[src/rtl/deserializer_1to64_serdes.sv]
// Serial-to-parallel word assembler: MSB-first bits framed by sof, one-deep
// output holding register with ready handshake, overflow and framing pulses.
module deserializer_1to64_serdes #(
  parameter int unsigned WIDTH = 64
) (
  input  logic             clk_serial,
  input  logic             rst,
  input  logic             serial_in,
  input  logic             bit_valid,
  input  logic             sof,
  output logic [WIDTH-1:0] data_out,
  output logic             valid_out,
  input  logic             ready_in,
  output logic             busy,
  output logic             overflow,
  output logic             frame_err
);

  localparam int unsigned CW = $clog2(WIDTH);
  localparam logic [CW-1:0] LAST_CNT = CW'(WIDTH - 1);

  typedef enum logic {
    IDLE  = 1'b0,
    SHIFT = 1'b1
  } state_e;

  state_e           state_q, state_d;
  logic [CW-1:0]    cnt_q, cnt_d;
  logic [WIDTH-1:0] shift_q, shift_d;
  logic [WIDTH-1:0] data_q, data_d;
  logic             valid_q, valid_d;
  logic             busy_q, busy_d;
  logic             ovf_q, ovf_d;
  logic             ferr_q, ferr_d;
  logic [WIDTH-1:0] word;
  logic             done;

  always_ff @(posedge clk_serial) begin
    if (rst) begin
      state_q <= IDLE;
      cnt_q   <= '0;
      shift_q <= '0;
      data_q  <= '0;
      valid_q <= 1'b0;
      busy_q  <= 1'b0;
      ovf_q   <= 1'b0;
      ferr_q  <= 1'b0;
    end else begin
      state_q <= state_d;
      cnt_q   <= cnt_d;
      shift_q <= shift_d;
      data_q  <= data_d;
      valid_q <= valid_d;
      busy_q  <= busy_d;
      ovf_q   <= ovf_d;
      ferr_q  <= ferr_d;
    end
  end

  // Next-state: bit capture, framing, and output handshake
  always_comb begin
    state_d = state_q;
    cnt_d   = cnt_q;
    shift_d = shift_q;
    data_d  = data_q;
    valid_d = valid_q;
    ovf_d   = 1'b0;
    ferr_d  = 1'b0;
    done    = 1'b0;
    word    = {shift_q[WIDTH-2:0], serial_in};

    if (valid_q && ready_in) begin
      valid_d = 1'b0;
    end

    if (bit_valid) begin
      if (sof) begin
        // sof always (re)starts a word; mid-word it discards the partial one
        ferr_d  = (state_q == SHIFT);
        state_d = SHIFT;
        cnt_d   = CW'(1);
        shift_d = WIDTH'(serial_in);
      end else if (state_q == SHIFT) begin
        shift_d = word;
        if (cnt_q == LAST_CNT) begin
          done    = 1'b1;
          state_d = IDLE;
          cnt_d   = '0;
        end else begin
          cnt_d = cnt_q + CW'(1);
        end
      end
    end

    if (done) begin
      if (!valid_q || ready_in) begin
        data_d  = word;
        valid_d = 1'b1;
      end else begin
        ovf_d = 1'b1;
      end
    end

    busy_d = (state_d == SHIFT);
  end

  assign data_out  = data_q;
  assign valid_out = valid_q;
  assign busy      = busy_q;
  assign overflow  = ovf_q;
  assign frame_err = ferr_q;

endmodule

[config.mk]
export PLATFORM = sky130hd
export DESIGN_NAME = deserializer_1to64_serdes
export DESIGN_NICKNAME = d
export VERILOG_FILES = /design/src/rtl/deserializer_1to64_serdes.sv
export SDC_FILE = /design/constraint.sdc
export NUM_CORES = 1
export LEC_CHECK = 0
export BUFFER_PORTS_ARGS = -buffer_cell sky130_fd_sc_hd__buf_2
export CAP_MARGIN = 15
export CORE_AREA = 2 2 114 116
export DETAILED_ROUTE_END_ITERATION = 16
export DIE_AREA = 0 0 116 118
export GPL_ROUTABILITY_DRIVEN = 0
export PLACE_DENSITY = 0.63
export SYNTH_ARGS = -nofsm -noshare
export SYNTH_HDL_FRONTEND = slang
export SYNTH_SLANG_ARGS = --single-unit
[constraint.sdc]
create_clock -name clk_serial -period 2.1 [get_ports clk_serial]
set_input_delay 0.21 -clock clk_serial [delete_from_list [all_inputs] [get_ports clk_serial]]
set_output_delay 0.21 -clock clk_serial [all_outputs]
set_load 0.02 [all_outputs]
==> reports/metrics.yaml, run 1 <==
outcome:
  status: "finished clean"
power:
  ir_drop_v: 0.000480
  p_leak_uw: 0.00237
  power.density_mw_per_mm2: 863
yosys:
  synth_area_leader_cell: "dfxtp_1"
  ys_seq_area_share_pct: 49.8
  synthArstFlopShare_pct: 0
  synthTopCellsByArea: "dfxtp_1 (50%), nand2b_1 (15%), mux2i_1 (12%), a22oi_1 (8.5%), nor2_1 (4.4%)"
  yosysWarnings: 0
  syn_area_mm2: 0.00551
  synth_area_per_cell_um2: 10.1
  ys_ff_latch: 137
  ys.flop_type: "dfxtp_1"
  synth_nets: 553
  netlist-cell-type-count: 30
  synth_edf_count: 0
  synthCells: 546
  synth_top_area_share_pct: 49.8
drt:
  drt-pass1-iter-count: 5
  via_count: 3865
  wl_mm: 10.5
  viasPerCell: 4.92
  route.detailed.drc: 0
  wl_per_cell_um: 13.3
  drtAntennaViolNets: 0
  drtIter0Drc: 187
timing:
  tightest_slew_ns: 0.464
  whs_ns: 0.0700
  grt_setup_unrepaired: "no"
  finalHoldViolations: 0
  slew_headroom_pct: 69.1
  fmaxAchievable_mhz: 550
  fin_skew_ns: 0.00939
  maxSlewViolCount: 0
  tns_ns: 0
  setup_viol: 0
  min_period_over_period_pct: 86.6
  fin_crit_ns: 1.82
hold_path:
  holdPathStages: 3
  hp-class: "in2reg"
floorplan:
  row_count: 41
  core_mm2: 0.0124
  dieArea_mm2: 0.0137
  die_h_um: 118
  start_util_pct: 44.3
  die_x_um: 116
  ioPinCount: 74
clock_tree:
  clk_latency_ns: 0.41
  cts_resized: 0
  postCtsSetupBuffers: 0
  path_clk_slew_ns: 0.05
  htreeDepth: 4
  cts_hold_buf: 0
  cts_tree: "done"
  cts_inserted_buffers: 17
  clockBufferDepth: 2
  clock-sinks: 137
  cts_root_buffer: "clkbuf_16"
flow_run:
  cap_violations: 0
final_layout:
  final_nets: 609
  final_area_mm2: 0.00652
  seq_area_mm2: 0.00274
  multi_input_area_mm2: 0.00245
  fill_cells: 1163
  n_antenna_cell: 0
  area_growth_pct: 18.3
  final_layout_size_suffix_gt1_share_pct: 19.1
  final_util_pct: 52.5
setup_path:
  path_class: "reg2reg"
  crit_arrival_ns: 2.16
  crit_path_end_kind: "flop"
  crit_fanout: 49
  critPathLaunchType: "flop"
  reg2regPathDepth: 4
  critPathRequiredTime_ns: 2.44
global_route:
  globalRouteOverflowTotal: 0
  use_met2_pct: 24.5
  use_met3_pct: 4.94
  grt_busiest_layer: "met2"
  grt_antenna_before_repair: 0
  grt_max_degree: 65
  grt_pass1_wl_mm: 17.7
  grt_pass1_vias: 3639
  track_usage_pct: 16.1
  use_met1_pct: 21.0
placement:
  port_buffers: 73
  postPlaceCellArea_mm2: 0.00594
  dp.final_hpwl_mm: 6.32
## where the power goes
group	internal (µW)	leakage, µW	switching, µW	total [µW]
clock network	1800	0.000284	1040	2840
logic	69.5	0.000980	101	170
registers	2610	0.00110	7.75	2610
total	4480	0.00237	1150	5620
## final timing paths
path                               end  slack (ns)                       from
min            shift_q[0]$_SDFFE_PP0P_        0.07                  serial_in
max reg2reg  data_out[37]$_SDFFE_PP0P_        0.28          busy$_SDFFE_PP0P_
max          data_out[37]$_SDFFE_PP0P_        0.28          busy$_SDFFE_PP0P_
min reg2reg  data_out[30]$_SDFFE_PP0P_        0.47  data_out[30]$_SDFFE_PP0P_
## cell usage after synthesis (2+ instances only)
master	count
o21ai_0	2
mux2i_1	65
inv_1	4
buf_12	6
nand3_1	2
nand2_1	7
clkbuf_1	25
buf_2	10
o2111ai_1	2
nor3b_1	3
o211ai_1	2
a21oi_1	4
o31ai_1	2
buf_6	2
dfxtp_1	137
nand2b_1	130
a22oi_1	62
a31oi_1	2
nor2_1	65
or3_1	2
nor3_1	2
buf_4	2
## cells by family after synthesis
logic type                 after synthesis  share of synthesized area (%)
and+or+nand+nor                        215                           21.8
DFF                                    137                           49.8
AOI/OAI and AO/OA                       78                           10.4
muxes                                   65                           11.8
buffers and inverters                   49                           5.75
xor gates and xnor gates                 1                          0.159
adders and majority gates                1                          0.227
## area by class of cell
type | count | area share [%]
flip-flops and latches | 137 | 42.1
multi-input cells | 360 | 37.7
clock buffers | 24 | 7.85
repair buffers | 82 | 7.84
well taps | 172 | 3.30
clock inverters | 7 | 0.999
inverters | 4 | 0.230
## layout by cell type (no fill, tap or decap)
cell,synthesis,routed
o31ai_1,2,2
or3_1,2,2
and3b_2,0,1
nor4b_4,1,1
bufinv_16,0,1
clkinvlp_4,0,2
nor2_1,65,65
o31a_1,1,1
a22oi_1,62,62
mux2i_1,65,65
nand2b_1,130,130
clkbuf_8,0,6
clkbuf_16,0,17
dfxtp_1,137,137
o21ai_0,2,2
a31oi_1,2,2
nor3b_1,3,3
clkbuf_1,25,1
buf_12,6,6
nand3_1,2,2
buf_4,2,4
clkinv_2,0,4
o21ai_4,0,1
a21oi_1,4,4
xnor2_1,1,1
nor3_1,2,2
buf_2,10,72
nand3_2,1,1
nand3b_4,1,1
o2111ai_1,2,2
inv_1,4,4
ha_1,1,1
o211ai_1,2,2
nand2_1,7,7
## sequential cells by signal (all words and copies together), names as in the netlist
| signal | flops |
|---|---|
| cnt_q | 6 |
| overflow | 1 |
| valid_out | 1 |
| shift_q | 63 |
| busy | 1 |
| data_out | 64 |
| frame_err | 1 |
## per-layer routing
layer  up-vias  share of wire (%)
met2        74                 46
met4         0                1.5
met3        14                3.9
met1      1814                 49
met5         -                  0
li1       1963                  -
## through the flow
step                setup slack [ns]  instances  power (µW)
finish                         0.282        786        5620
global route                   0.141        786        5820
CTS                            0.284        786        5710
detailed placement             0.305        755        2840
global placement               0.392        755        2840
floorplan                      0.500        546        2800
## critical path, stage by stage, from the launching register on
cell	delay, ns
dfxtp_1	0.58
nand3b_4	0.14
nor4b_4	0.38
buf_12	0.35
mux2i_1	0.24
Note: power is estimated with default switching activity, not from simulation.
==> run 2, diff against run 1 <==
Settings changed: CORE_AREA 2 2 114 116 to 2 2 119 92, DIE_AREA 0 0 116 118 to 0 0 121 94, PLACE_DENSITY 0.63 to 0.75, SETUP_SLACK_MARGIN from default to 0.02.
==> run 2 against run 1 <==
Net effect:
- flip-flop and latch count did not move
- cell count fell by 4.2%
- combinational power rose by 3%
- sequential power barely moved
- register-to-register slack got worse by 0.07 ns
- die area fell by 17%
- worst hold slack got worse by 0.0023 ns
- global-route usage rose by 3.2 points
- via count rose by 1.4%
- highest routed layer unchanged
==> reports/metrics.yaml, run 2 (same netlist as run 1, synthesis figures left out) <==
outcome:
  status: "finished clean"
setup_path:
  cp_cell_sequence: "ha_1 -> nand2_1 -> nor4b_4 -> buf_12 -> mux2i_1"
  cpPeakStageDelay_ns: 0.37
  path_class: "reg2reg"
  crit_fanout: 49
  path_buf_inv: 1
  crit_path_end_kind: "flop"
  critPathRequiredTime_ns: 2.42
  crit_arrival_ns: 2.21
  critPathTopFamily: "simple AND/OR/NAND/NOR gates"
  critPathLaunchType: "flop"
  cp_slowest_cell: "dfxtp_1"
final_layout:
  final_nets: 611
  fin_cells: 753
  area_growth_pct: 18.2
  final_cell_mix: "dfxtp_1 (137), nand2b_1 (130), buf_2 (72), nor2_1 (65), mux2i_1 (65)"
  n_antenna_cell: 0
  largest_reg_flops: 64
  seq_area_mm2: 0.00274
  multi_input_area_mm2: 0.00245
  final_area_mm2: 0.00651
  final_common_cell: "dfxtp_1"
  final_layout_size_suffix_gt1_share_pct: 19.0
  fill_cells: 815
floorplan:
  start_util_pct: 54.3
  dieArea_mm2: 0.0114
  ioPinCount: 74
  row_count: 32
  core_mm2: 0.0101
  die_h_um: 94
  die_x_um: 121
timing:
  fin_crit_ns: 1.89
  fmaxAchievable_mhz: 530
  slew_headroom_pct: 64.4
  setup_viol: 0
  finalHoldViolations: 0
  maxSlewViolCount: 0
  setup_ws_ns: 0.213
  min_period_over_period_pct: 89.8
  tightest_slew_ns: 0.534
  grt_setup_unrepaired: "no"
  fin_skew_ns: 0.00773
  tns_ns: 0
clock_tree:
  cts_inserted_buffers: 17
  cts_hold_buf: 0
  clock-sinks: 137
  htreeDepth: 4
  cts_tree: "done"
  cts_resized: 0
  postCtsSetupBuffers: 0
  cts_root_buffer: "clkbuf_16"
  path_clk_slew_ns: 0.05
  clk_latency_ns: 0.40
  clockBufferDepth: 2
drt:
  wl_met1_mm: 5.07
  dr_wl_met2_mm: 4.88
  wl_per_cell_um: 13.8
  drt-pass1-iter-count: 4
  wl_met3_um: 385
  viasPerCell: 5.21
  wl_mm: 10.4
  top_layer: "met4"
  drtAntennaViolNets: 0
  route.detailed.drc: 0
  via_count: 3921
  drtIter0Drc: 276
placement:
  postPlaceCellArea_mm2: 0.00591
  dp.final_hpwl_mm: 6.34
  place_inst: 721
  port_buffers: 73
  preCtsSetupSlack_ns: 0.235
global_route:
  grt_pass1_wl_mm: 17.3
  grt_pass1_vias: 3645
  track_usage_pct: 19.3
  grt_antenna_before_repair: 0
  globalRouteOverflowTotal: 0
  grt_max_degree: 62
flow_run:
  cap_violations: 0
hold_path:
  hp-class: "in2reg"
power:
  ir_drop_v: 0.000563
  power.density_mw_per_mm2: 889
  p_leak_uw: 0.00239
[run 2: layout make-up]
| type | count | share of cell area [%] |
|---|---|---|
| timing repair buffer | 84 | 8.08 |
| inverter | 4 | 0.231 |
| sequential | 137 | 42.1 |
| multi-input combinational | 360 | 37.7 |
| clock buffer | 24 | 7.40 |
| clock inverter | 8 | 1.81 |
| tap | 136 | 2.61 |
[run 2: metal layers]
| metal | vias up | global-route usage, % |
|---|---|---|
| met4 | 0 | 6.49 |
| met3 | 5 | 6.49 |
| li1 | 1970 | - |
| met5 | - | 0 |
| met2 | 57 | 30.2 |
| met1 | 1889 | 25.0 |
[run 2: worst paths after layout]
path	cells past startpoint	slack, ns	startpoint	end
hold / removal	3	0.07	serial_in	shift_q[0]$_SDFFE_PP0P_
setup reg to reg	5	0.21	cnt_q[0]$_SDFFE_PP0P_	data_out[1]$_SDFFE_PP0P_
hold reg to reg	2	0.47	data_out[63]$_SDFFE_PP0P_	data_out[63]$_SDFFE_PP0P_
setup / recovery	5	0.21	cnt_q[0]$_SDFFE_PP0P_	data_out[1]$_SDFFE_PP0P_
[run 2: worst register-to-register path: cells and delay by family (launching register included)]
kind	cells	cell delay, ns
adders and majority gates	1	0.21
buffers and inverters	1	0.37
DFF	1	0.37
muxes	1	0.27
and+or+nand+nor	2	0.60
[run 2: report_power, final]
group | internal [µW] | switching (µW) | total (µW) | leakage (µW)
clock | 1950 | 1040 | 3000 | 0.000294
combinational | 73.0 | 102 | 175 | 0.000990
sequential | 2610 | 7.63 | 2610 | 0.00110
total | 4630 | 1150 | 5780 | 0.00239
[run 2: per-stage QoR]
step	util, %	total power (µW)	hold slack, ns
after floorplan	-	2800	0.354
after global placement	58.3	2840	0.454
after detailed placement	58.3	2840	0.460
after CTS	64.2	5840	0.0556
after global routing	64.2	5980	0.0636
final	64.2	5780	0.0677
==> run 3, diff against run 2 <==
Settings changed: ABC_AREA from default to 1, CORE_AREA 2 2 119 92 to 2 2 123 95, DIE_AREA 0 0 121 94 to 0 0 125 97, PLACE_DENSITY 0.75 to 0.74.
==> run 3 against run 2 <==
Net effect:
- setup slack better by 0.21 ns
- sequential power about the same
- design area up 8.1%
- worst hold slack better by 0.0070 ns
- clock power up 20%
- critical endpoint is now data_out[4]$_SDFFE_PP0P_
- largest cell class unchanged
- largest power group unchanged
==> reports/metrics.yaml, run 3 <==
power:
  pwr-share-comb_pct: 2.8
  clockPowerShare_pct: 56.3
  swShare_pct: 19.6
  pwr-share-seq_pct: 40.9
  p_int_uw: 5130
  power.density_mw_per_mm2: 907
  p_switching_uw: 1250
  ir_drop_v: 0.000734
  p_leak_uw: 0.00305
global_route:
  grt_antenna_before_repair: 0
  grt_max_degree: 86
  grt_pass1_vias: 4950
  track_usage_pct: 21.1
  globalRouteOverflowTotal: 0
  grt_pass1_wl_mm: 21.5
timing:
  tightest_slew_ns: 0.694
  grt_setup_unrepaired: "no"
  fin_skew_ns: 0.00812
  fin_crit_ns: 1.67
  setup_viol: 0
  maxSlewViolCount: 0
  tns_ns: 0
  min_period_over_period_pct: 79.7
  finalHoldViolations: 0
  fmaxAchievable_mhz: 598
  slew_headroom_pct: 53.7
setup_path:
  cp_slowest_cell: "buf_4"
  reg2reg_from: "cnt_q[1]$_SDFFE_PP0P_"
  cpPeakStageDelay_ns: 0.52
  reg2regPathDepth: 8
  critPathTopFamily: "buffers and inverters"
  path_class: "reg2reg"
  rrSetupSlack_ns: 0.43
  cp_cell_sequence: "ha_1 -> nand2_1 -> nor2_4 -> nand3_2 -> buf_4 -> nand2_1 -> inv_1 -> nor2_1"
  path_buf_inv: 2
  critPathRequiredTime_ns: 2.42
  r2r_end: "data_out[4]$_SDFFE_PP0P_"
  critPathLaunchType: "flop"
  crit_arrival_ns: 1.99
  crit_fanout: 64
  crit_top_cell: "nand2_1"
  crit_path_end_kind: "flop"
hold_path:
  min_from: "sof"
  holdPathStages: 3
  hp-class: "in2reg"
  min_to: "frame_err$_SDFF_PP0_"
clock_tree:
  cts_resized: 0
  path_clk_slew_ns: 0.06
  cts_hold_buf: 0
  clock-sinks: 137
  postCtsSetupBuffers: 0
  cts_tree: "done"
  clockBufferDepth: 2
  clk_latency_ns: 0.41
  cts_inserted_buffers: 17
  htreeDepth: 4
  cts_root_buffer: "clkbuf_16"
drt:
  wl_mm: 11.9
  via_count: 5114
  drtIter0Drc: 349
  drt-pass1-iter-count: 4
  wl_per_cell_um: 11.0
  route.detailed.drc: 0
  drtAntennaViolNets: 0
  viasPerCell: 4.71
yosys:
  synth_nets: 890
  synthTopCellsByArea: "dfxtp_1 (46%), nand2_1 (17%), inv_1 (13%), nand4_1 (6.8%), a21oi_1 (6.0%)"
  yosysWarnings: 0
  synthArstFlopShare_pct: 0
  syn_area_mm2: 0.00590
  netlist-cell-type-count: 21
  synth_edf_count: 0
  synth.most_common_cell: "nand2_1"
  synthCells: 883
  ys_seq_area_share_pct: 46.5
  synth_area_leader_cell: "dfxtp_1"
  ys_ff_latch: 137
  synth_top_area_share_pct: 46.5
  synth_area_per_cell_um2: 6.68
  ys.flop_type: "dfxtp_1"
  synth_commonest_cells: "nand2_1 (270), inv_1 (201), dfxtp_1 (137)"
final_layout:
  area_growth_pct: 19.2
  final_util_pct: 65.0
  fill_cells: 957
  n_antenna_cell: 0
  largest_reg_flops: 64
  multi_input_area_mm2: 0.00214
  final_cell_mix: "nand2_1 (269), inv_1 (200), dfxtp_1 (137), buf_2 (73), a21oi_1 (71)"
  final_common_cell: "nand2_1"
  seq_area_mm2: 0.00274
  final_nets: 940
  final_layout_size_suffix_gt1_share_pct: 13.2
placement:
  port_buffers: 73
  dp.final_hpwl_mm: 6.86
flow_run:
  cap_violations: 0
floorplan:
  ioPinCount: 74
  row_count: 33
  core_mm2: 0.0108
  dieArea_mm2: 0.0121
  die_h_um: 97
  die_x_um: 125
  start_util_pct: 54.5
outcome:
  status: "finished clean"
[run 3: cell types whose count changed in the layout (fill, tap and decap cells not counted), sizes merged, moves of 3 or more]
cell	previous run	this run
a21oi	4	71
a22oi	62	0
bufinv	3	7
clkbuf	24	21
inv	4	202
mux2i	65	0
nand2	7	270
nand2b	130	0
nand3	3	6
nand4	0	64
nor2	65	70
nor3b	3	0
[run 3: per-layer routing]
| metal | up-vias | GRT usage (%) | routed length, µm | share of wire [%] |
|---|---|---|---|---|
| li1 | 2735 | - | - | - |
| met1 | 2269 | 26.5 | 5990 | 50 |
| met2 | 99 | 35.3 | 5260 | 44 |
| met3 | 11 | 5.70 | 532 | 4.5 |
| met4 | 0 | 7.18 | 152 | 1.3 |
| met5 | - | 0 | 0 | 0 |
[run 3: worst reg2reg max path: cells and delay by family, from the launching register on]
family,cells,cell delay [ns]
adders and majority gates,1,0.19
buffers and inverters,2,0.60
DFF,1,0.32
and+or+nand+nor,5,0.45
[run 3: final cells by class]
type | instances | area share, %
inverters | 202 | 10.8
flip-flops and latches | 137 | 39.0
clock buffers | 21 | 6.83
repair buffers | 86 | 7.11
multi-input cells | 489 | 30.4
clock inverters | 11 | 3.40
well taps | 140 | 2.49
[run 3: cells by family after synthesis]
family	synth area share (%)
AO/OA/AOI/OAI	6.41
adder cells (fa/ha/maj)	0.212
buffers and inverters	17.4
flip-flops	46.5
AND/OR/NAND/NOR	29.5
[run 3: how the worst max path moves through the flow]
| stage | cells after the start | from | slack [ns] | end |
|---|---|---|---|---|
| 2_1_floorplan | 7 | busy$_SDFFE_PP0P_ | 0.70 | data_out[14]$_SDFFE_PP0P_ |
| 3_3_place_gp | 8 | cnt_q[1]$_SDFFE_PP0P_ | 0.49 | data_out[1]$_SDFFE_PP0P_ |
| 3_5_place_dp | 8 | cnt_q[1]$_SDFFE_PP0P_ | 0.45 | data_out[4]$_SDFFE_PP0P_ |
| 4_1_cts | 8 | cnt_q[1]$_SDFFE_PP0P_ | 0.44 | data_out[4]$_SDFFE_PP0P_ |
| 5_1_grt | 8 | cnt_q[0]$_SDFFE_PP0P_ | 0.26 | data_out[36]$_SDFFE_PP0P_ |
| 6_report | 8 | cnt_q[1]$_SDFFE_PP0P_ | 0.43 | data_out[4]$_SDFFE_PP0P_ |
[run 3: power groups by stage]
stage / sequential, µW / combinational, µW / clock, µW
after floorplan: 2670 / 127 / 0
after global placement: 2660 / 176 / 0
after CTS: 2610 / 177 / 3650
after global routing: 2610 / 199 / 3750
after detailed placement: 2660 / 176 / 0
final: 2610 / 177 / 3590
[run 3: metrics by stage]
| stage | hold WS, ns | worst slack (ns) | total power [µW] | instance area, µm² | instances |
|---|---|---|---|---|---|
| finish | 0.0747 | 0.427 | 6380 | 7030 | 1086 |
| global route | 0.0707 | 0.258 | 6560 | 7030 | 1086 |
| CTS | 0.0611 | 0.438 | 6430 | 7030 | 1086 |
| detailed placement | 0.456 | 0.448 | 2840 | 6310 | 1054 |
| global placement | 0.451 | 0.486 | 2840 | 6310 | 1054 |
| floorplan | 0.333 | 0.703 | 2790 | 5900 | 883 |
